**src/rtl/csi_param_decoder.sv**
```systemverilog
// CSI escape-sequence parameter decoder: parses ESC '[' <digits/';'> <final> into
// a command with up to MAX_PARAMS saturating numeric fields, held until consumed.
module csi_param_decoder #(
  parameter int MAX_PARAMS = 2,
  parameter int PARAM_W    = 8,
  parameter int DEF_VAL    = 1
) (
  input  logic                                 clk,
  input  logic                                 _rst,
  input  logic                                 in_valid,
  input  logic [7:0]                           in,
  output logic                                 in_ready,
  output logic                                 cmd_valid,
  input  logic                                 cmd_ready,
  output logic [7:0]                           cmd_code,
  output logic [$clog2(MAX_PARAMS+1)-1:0]      cmd_nparams,
  output logic [MAX_PARAMS*PARAM_W-1:0]        cmd_params,
  output logic                                 cmd_ovf,
  output logic                                 err
);

  localparam int IDX_W = $clog2(MAX_PARAMS + 1);
  localparam int AW    = PARAM_W + 4;
  localparam logic [PARAM_W-1:0] DEF_F = PARAM_W'(DEF_VAL);
  localparam logic [AW-1:0]      SAT_W = {4'b0000, {PARAM_W{1'b1}}};

  typedef enum logic [1:0] {IDLE, ESC, PARAM, HOLD} state_t;

  state_t               state_reg, state_next;
  logic [PARAM_W-1:0]   field_reg [MAX_PARAMS];
  logic [PARAM_W-1:0]   field_next [MAX_PARAMS];
  logic [MAX_PARAMS-1:0] filled_reg, filled_next;
  logic [IDX_W-1:0]     idx_reg, idx_next;
  logic [IDX_W-1:0]     nparams_reg, nparams_next;
  logic                 ovf_reg, ovf_next;
  logic                 seen_reg, seen_next;
  logic                 err_reg, err_next;
  logic [7:0]           code_reg, code_next;

  logic                 accept;
  logic                 is_digit;
  logic                 is_final;
  logic [AW-1:0]        acc_base;
  logic [AW-1:0]        acc_wide;

  assign in_ready = (state_reg != HOLD);
  assign accept   = in_valid && in_ready;
  assign is_digit = (in >= 8'h30) && (in <= 8'h39);
  assign is_final = (in >= 8'h40) && (in <= 8'h7E);

  always_comb begin
    state_next   = state_reg;
    field_next   = field_reg;
    filled_next  = filled_reg;
    idx_next     = idx_reg;
    nparams_next = nparams_reg;
    ovf_next     = ovf_reg;
    seen_next    = seen_reg;
    code_next    = code_reg;
    err_next     = 1'b0;
    acc_base     = '0;
    acc_wide     = '0;

    case (state_reg)
      IDLE: begin
        if (accept && in == 8'h1B) state_next = ESC;
      end
      ESC: begin
        if (accept) begin
          if (in == 8'h5B) begin
            state_next = PARAM;
            for (int i = 0; i < MAX_PARAMS; i++) field_next[i] = DEF_F;
            filled_next = '0;
            idx_next    = '0;
            ovf_next    = 1'b0;
            seen_next   = 1'b0;
          end else if (in == 8'h1B) begin
            state_next = ESC;
          end else begin
            state_next = IDLE;
            err_next   = 1'b1;
          end
        end
      end
      PARAM: begin
        if (accept) begin
          if (is_digit) begin
            seen_next = 1'b1;
            // A field's first digit replaces DEF_VAL rather than extending it.
            if (!ovf_reg) begin
              for (int i = 0; i < MAX_PARAMS; i++) begin
                if (idx_reg == IDX_W'(i)) begin
                  acc_base       = filled_reg[i] ? {4'b0000, field_reg[i]} : '0;
                  acc_wide       = acc_base * AW'(10) + AW'(in[3:0]);
                  field_next[i]  = (acc_wide > SAT_W) ? SAT_W[PARAM_W-1:0]
                                                      : acc_wide[PARAM_W-1:0];
                  filled_next[i] = 1'b1;
                end
              end
            end
          end else if (in == 8'h3B) begin
            seen_next = 1'b1;
            if (int'(idx_reg) < MAX_PARAMS - 1) idx_next = idx_reg + IDX_W'(1);
            else                                ovf_next = 1'b1;
          end else if (is_final) begin
            state_next   = HOLD;
            code_next    = in;
            nparams_next = seen_reg ? idx_reg + IDX_W'(1) : '0;
          end else if (in == 8'h1B) begin
            state_next = ESC;
            err_next   = 1'b1;
          end else begin
            state_next = IDLE;
            err_next   = 1'b1;
          end
        end
      end
      HOLD: begin
        if (cmd_ready) state_next = IDLE;
      end
      default: state_next = IDLE;
    endcase
  end

  always_ff @(posedge clk or negedge _rst) begin
    if (!_rst) begin
      state_reg   <= IDLE;
      for (int i = 0; i < MAX_PARAMS; i++) field_reg[i] <= DEF_F;
      filled_reg  <= '0;
      idx_reg     <= '0;
      nparams_reg <= '0;
      ovf_reg     <= 1'b0;
      seen_reg    <= 1'b0;
      err_reg     <= 1'b0;
      code_reg    <= 8'h00;
    end else begin
      state_reg   <= state_next;
      field_reg   <= field_next;
      filled_reg  <= filled_next;
      idx_reg     <= idx_next;
      nparams_reg <= nparams_next;
      ovf_reg     <= ovf_next;
      seen_reg    <= seen_next;
      err_reg     <= err_next;
      code_reg    <= code_next;
    end
  end

  assign cmd_valid   = (state_reg == HOLD);
  assign cmd_code    = code_reg;
  assign cmd_nparams = nparams_reg;
  assign cmd_ovf     = ovf_reg;
  assign err         = err_reg;

  for (genvar gi = 0; gi < MAX_PARAMS; gi++) begin : g_param
    assign cmd_params[gi*PARAM_W +: PARAM_W] = field_reg[gi];
  end

endmodule

```
**config.mk**
```make
export PLATFORM = sky130hd
export DESIGN_NAME = csi_param_decoder
export DESIGN_NICKNAME = d
export VERILOG_FILES = /design/src/rtl/csi_param_decoder.sv
export SDC_FILE = /design/constraint.sdc
export NUM_CORES = 1
export LEC_CHECK = 0
export ABC_AREA = 1
export ABC_CLOCK_PERIOD_IN_PS = 2700
export CAP_MARGIN = 20
export CORE_MARGIN = 3
export CORE_UTILIZATION = 45
export DETAILED_ROUTE_END_ITERATION = 8
export GPL_ROUTABILITY_DRIVEN = 0
export PLACE_DENSITY = 0.68
export SKIP_CTS_REPAIR_TIMING = 1
export SYNTH_ARGS = -nofsm -noshare
export SYNTH_HDL_FRONTEND = slang
export SYNTH_SLANG_ARGS = --single-unit
```
**constraint.sdc**
```tcl
create_clock -name clk -period 2.7 [get_ports clk]
set_input_delay 0.54 -clock clk [delete_from_list [all_inputs] [get_ports clk]]
set_output_delay 0.54 -clock clk [all_outputs]
set_load 0.05 [all_outputs]
```
## Yosys cells after proc, flatten, opt, wreduce, memory -nomap -nowiden

Cells that the tools add are included.

| storage, ports and cells | value |
|---|---|
| output and inout port bits | 30 |
| input bits | 12 |
| bits in registers | 35 |

| operators by class | value |
|---|---|
| add/sub/neg operators | 3 |
| multiply operators | 2 |
| reduce and logical (&&, ||, !) cells | 14 |
| $lt $le $gt $ge | 7 |
| eq/ne operators | 23 |
| mux-type cells | 55 |
| bitwise gates (word level) | 2 |

Operator list:

| operator | number |
|---|---|
| $mux 16 | 5 |
| $mux 8 | 6 |
| $mux 2 | 18 |
| $pmux 16 s2 | 1 |
| $ne 2x2->1 const B | 14 |
| $reduce_and 7->1 | 4 |
| $add 12x4->12 | 2 |
| $gt 12x8->1 const B | 2 |
| $mul 8x3->11 const B | 2 |
| $mux 1 | 19 |
| $reduce_and 5->1 | 2 |
| $eq 8x5->1 const B | 1 |
| $eq 8x6->1 const B | 1 |
| $eq 8x7->1 const B | 1 |
| $ge 8x6->1 const B | 1 |
| $ge 8x7->1 const B | 1 |
| $le 8x6->1 const B | 1 |
| $le 8x7->1 const B | 1 |
| $pmux 2 s2 | 2 |
| $pmux 2 s4 | 1 |
| $pmux 1 s2 | 3 |
| $reduce_and 6->1 | 1 |
| $eq 2x1->1 const B | 2 |
| $eq 2x2->1 const B | 2 |
| other kinds (8) | 13 |

## Depth between registers and ports, before layout

| depth | value |
|---|---|
| depth in word-level cells | 10 |
| gate-level depth with buffers | 20 |

## Worst setup path after synthesis

OpenSTA, ideal clock, no wires.

| path | value |
|---|---|
| kind | reg2reg |
| from | reg field_reg (netlist bit cmd_params[9]) |
| to | reg field_reg (netlist bit cmd_params[15]) |
| library setup time | 0.118 ns |
| setup slack | 0.047 ns |
| arrival time | 2.535 ns |
| period minus slack after synthesis | 2.653 ns |
| cell stages (with the launch flop) | 15 |
| path through | dfrtp_1 > nand2_1 > nor2_1 > nor2_1 > ha_1 > inv_1 > fa_1 > nor3_2 > nand3_1 > nand2_1 > nand3_2 > nor2_4 > nand3_1 > nand2_1 > nand2_1 |

| between the ends | value |
|---|---|
| longest elaborated chain between the ends | 10 |

Ends and longest elaborated chain:

| item | RTL line | RTL |
|---|---|---|
| start: declaration | 30 | `logic [PARAM_W-1:0] field_reg [MAX_PARAMS];` |
| start signal: assignment | 138 | `field_reg <= field_next;` |
| $mux 8 (*) | 93 | `acc_base = filled_reg[i] ? {4'b0000, field_reg[i]} : '0;` |
| $mul 8x3->11 (*) | 94 | `acc_wide = acc_base * AW'(10) + AW'(in[3:0]);` |
| $add 12x4->12 (*) | 94 |  |
| $gt 12x8->1 | 95 | `field_next[i] = (acc_wide > SAT_W) ? SAT_W[PARAM_W-1:0]` |
| $mux 8 (*) | 95 |  |
| $mux 8 (*) | 92 | `if (idx_reg == IDX_W'(i)) begin` |
| $mux 16 (*) | 90 | `if (!ovf_reg) begin` |
| $mux 16 (*) | 87 | `if (is_digit) begin` |
| $mux 16 (*) | 86 | `if (accept) begin` |
| $pmux 16 s2 (*) | 64 | `case (state_reg)` |

Mark *: on every way between the ends. The rest lies on a longest branch, timed or not. The select of a mux whose other input is x is not followed.
A chain may end at the register's enable or synchronous reset.

## Worst setup path after layout

| path | value |
|---|---|
| from | reg filled_reg[1] |
| to | reg field_reg (netlist bit cmd_params[14]) |

| between the ends | value |
|---|---|
| longest elaborated chain between the ends | 10 |

Ends and longest elaborated chain:

| item | RTL line | RTL |
|---|---|---|
| start: declaration | 32 | `logic [MAX_PARAMS-1:0] filled_reg, filled_next;` |
| start signal: assignment | 139 | `filled_reg <= filled_next;` |
| $mux 8 (*) | 93 |  |
| $mul 8x3->11 (*) | 94 |  |
| $add 12x4->12 (*) | 94 |  |
| $gt 12x8->1 | 95 |  |
| $mux 8 (*) | 95 |  |
| $mux 8 (*) | 92 |  |
| $mux 16 (*) | 90 |  |
| $mux 16 (*) | 87 |  |
| $mux 16 (*) | 86 |  |
| $pmux 16 s2 (*) | 64 |  |

Marked as above.

==> results.yml <==
floorplanning:
  dieHeight_um: 88.06
  coreArea_um2: 6422
  ios: 42
  die_w_um: 88.06
  placementRows: 29
  initial_utilization_pct: 47.18
  dieArea_um2: 7755
power:
  power_frac_seq_pct: 40.3
  ir_worst_vdd_v: 0.0002892
  power_w: 0.001440
  power_density_nw_per_um2: 364.9
  pwr-share-comb_pct: 31.4
  p_switching_w: 0.0004955
  switching_share_pct: 34.42
  p_leak_nw: 2.139
  internal_power_w: 0.0009440
  p_clk_share_pct: 28.2
yosys:
  synth-compound-area-share_pct: 8.051
  yosysSeqAreaShare_pct: 28.98
  yosys_warnings: 0
  avgSynthCellArea_um2: 6.999
  yosys.area_share.adder_pct: 12.88
  synthXorXnorAreaFrac_pct: 3.468
  synth_simple_gate_area_share_pct: 36.66
  synth_area_um2: 3030
  syn-num-nets: 475
  synth_top_family_by_area: "simple AND/OR/NAND/NOR gates"
  ys_ff_latch: 35
  yosys-mux-area-fraction_pct: 0
  syn-instance-count: 433
  yosysUniqueCellTypes: 37
global_routing:
  grt_pass1_vias: 2770
  grt_pass1_wl_mm: 12.20
  grt_overflow: 0
  grt_max_degree: 36
  antenna_found_initial: 0
  grt_use_total_pct: 19.39
timing:
  tns_ns: 0
  tightest_slew_ns: 0.7651
  slew_viol_final: 0
  timing.final.crit_share_pct: 96.15
  hold_slack_ns: 0.3294
  clock.fmax_ghz: 0.3852
  hold_viol: 0
  slew_headroom_pct: 48.99
  min_period_ns: 2.596
  skew_ns: 0.005247
  fin_ws_ns: 0.1040
  setup_viol: 0
worst_setup_path:
  path_cells: "buf_4, nand2_4, nor2_4, ha_4, inv_1, fa_2, inv_1, nand2_1, nand2_4, nor3_4, and2_1, nand2_1, nand3_2, nor2_4, nand3_2, nand2_1, nand2_1"
  cp.arrival_ns: 2.77
  timing_worst_setup_path_type: "reg2reg"
  critPathBufInv: 3
  cp-end-kind: "register"
  r2r-end: "cmd_params[14]$_DFFE_PN0P_"
  critPathMaxFanout: 8
  startpoint_type: "register"
  regToRegSetupSlack_ns: 0.10
  worstPathRequired_ns: 2.87
  crit_slowest_cell: "dfrtp_2"
  rr_worst_depth: 17
  critPathMaxStageDelay_ns: 0.45
  crit_family: "simple AND/OR/NAND/NOR gates"
  reg2reg_from: "filled_reg[1]$_DFFE_PN0P_"
  path_common_cell: "nand2_1"
routing:
  dr.pass1.iters: 4
  final_antenna_net_count: 0
  routed_wl_mm: 7.269
  via_count: 2817
  drt_iter0_markers: 102
  drc: 0
  route.detailed.vias_per_inst: 4.933
  wire_per_inst_um: 12.73
worst_hold_path:
  min_path_type: "in2async"
run_status:
  status: "complete, no violations"
placed_design:
  pre_cts_slack_ns: -0.009748
  io_buffers: 41
  dpl.hpwl_mm: 5.622
clock_tree:
  cts_root_buf: "clkbuf_8"
  path_clk_slew_ns: 0.07
  clockBufferDepth: 2
  cts_made_buffers: 5
  cts_num_sinks: 35
  clk_latency_ns: 0.28
  htree_levels: 2
  cts_tree: "built"
layout:
  largest_reg_flops: 16
  nNetsFinal: 535
  syn_to_final_growth_pct: 30.18
  antenna_cells: 0
  drive_above_1_share_pct: 22.27
  nFillCells: 583
run:
  max_cap_viol_count: 0
==> cells in the final DEF, fill, tap and decap left out, drive strengths merged, types with 8 or more instances in the layout <==
cell type	instances
nand3	31
o21ai	24
buf	18
dfrtp	33
xnor2	10
inv	70
nand4	12
nor2	37
nand2	148
clkdlybuf4s50	40
ha	28
a21oi	11
clkbuf	8
==> layout make-up <==
| class | count | area (um^2) | area share, % |
|---|---|---|---|
| Clock buffer | 8 | 100.1 | 2.537 |
| Inverter | 71 | 267.8 | 6.787 |
| Sequential cell | 35 | 882.1 | 22.36 |
| Multi-Input combinational cell | 322 | 2062 | 52.27 |
| Timing Repair Buffer | 58 | 536.8 | 13.61 |
| Tap cell | 77 | 96.34 | 2.442 |
==> stage by stage <==
stage,std cells,cell area [um^2],utilization [%]
after detailed placement,554,3558,55.41
after floorplan,433,3030,-
final,571,3945,61.43
after global routing,571,3945,61.43
after global placement,554,3558,55.41
after CTS,562,3659,56.96
==> how the worst max path moves through the flow <==
| stage | startpoint | end | cells after the start |
|---|---|---|---|
| floorplan | cmd_params[9]$_DFFE_PN0P_ | cmd_params[15]$_DFFE_PN0P_ | 14 |
| global placement | filled_reg[0]$_DFFE_PN0P_ | cmd_params[5]$_DFFE_PN0P_ | 13 |
| detailed placement | filled_reg[0]$_DFFE_PN0P_ | cmd_params[0]$_DFFE_PN1P_ | 12 |
| CTS | filled_reg[0]$_DFFE_PN0P_ | cmd_params[0]$_DFFE_PN1P_ | 12 |
| global route | filled_reg[1]$_DFFE_PN0P_ | cmd_params[10]$_DFFE_PN0P_ | 17 |
| finish | filled_reg[1]$_DFFE_PN0P_ | cmd_params[14]$_DFFE_PN0P_ | 17 |
==> kinds of logic after synthesis <==
logic type / count (synthesis)
flops: 35
fa+ha+maj: 30
xor+xnor: 12
simple gates: 240
buf+inv: 76
compound gates: 40
==> Yosys cell counts (all sizes together) <==
cell type	instances	area, um^2
nor2	37	180.2
or2	4	25.03
and2	1	6.260
nor3	7	56.31
dfrtp	33	825.8
o21a	1	7.510
a21o	1	7.510
inv	70	262.8
nand2	148	588.1
clkinv	1	5.000
clkbuf	1	3.750
o211ai	2	15.01
a21oi	11	58.81
fa	2	40.04
a32oi	1	8.760
ha	28	350.3
dfstp	2	52.55
nand4	12	90.09
xnor2	10	87.58
buf	4	30.03
xor2	2	17.52
o21ai	24	146.4
nand3	31	165.2
==> per-layer routing <==
layer / vias to the layer above / global-route usage [%] / wire [um]
met5: - / 0 / 0
met4: 0 / 5.632 / 91
met3: 8 / 2.352 / 155
met2: 33 / 32.67 / 3617
met1: 1287 / 26.21 / 3404
li1: 1489 / - / -
==> power by group through the flow <==
stage	clock network, W	logic (W)	registers, W
floorplan	0	0.000293	0.000615
global placement	0	0.000445	0.000589
detailed placement	0	0.000450	0.000589
CTS	0.000417	0.000454	0.000580
global route	0.000439	0.000513	0.000585
finish	0.000406	0.000452	0.000581
(Power assumes the default switching activity.)
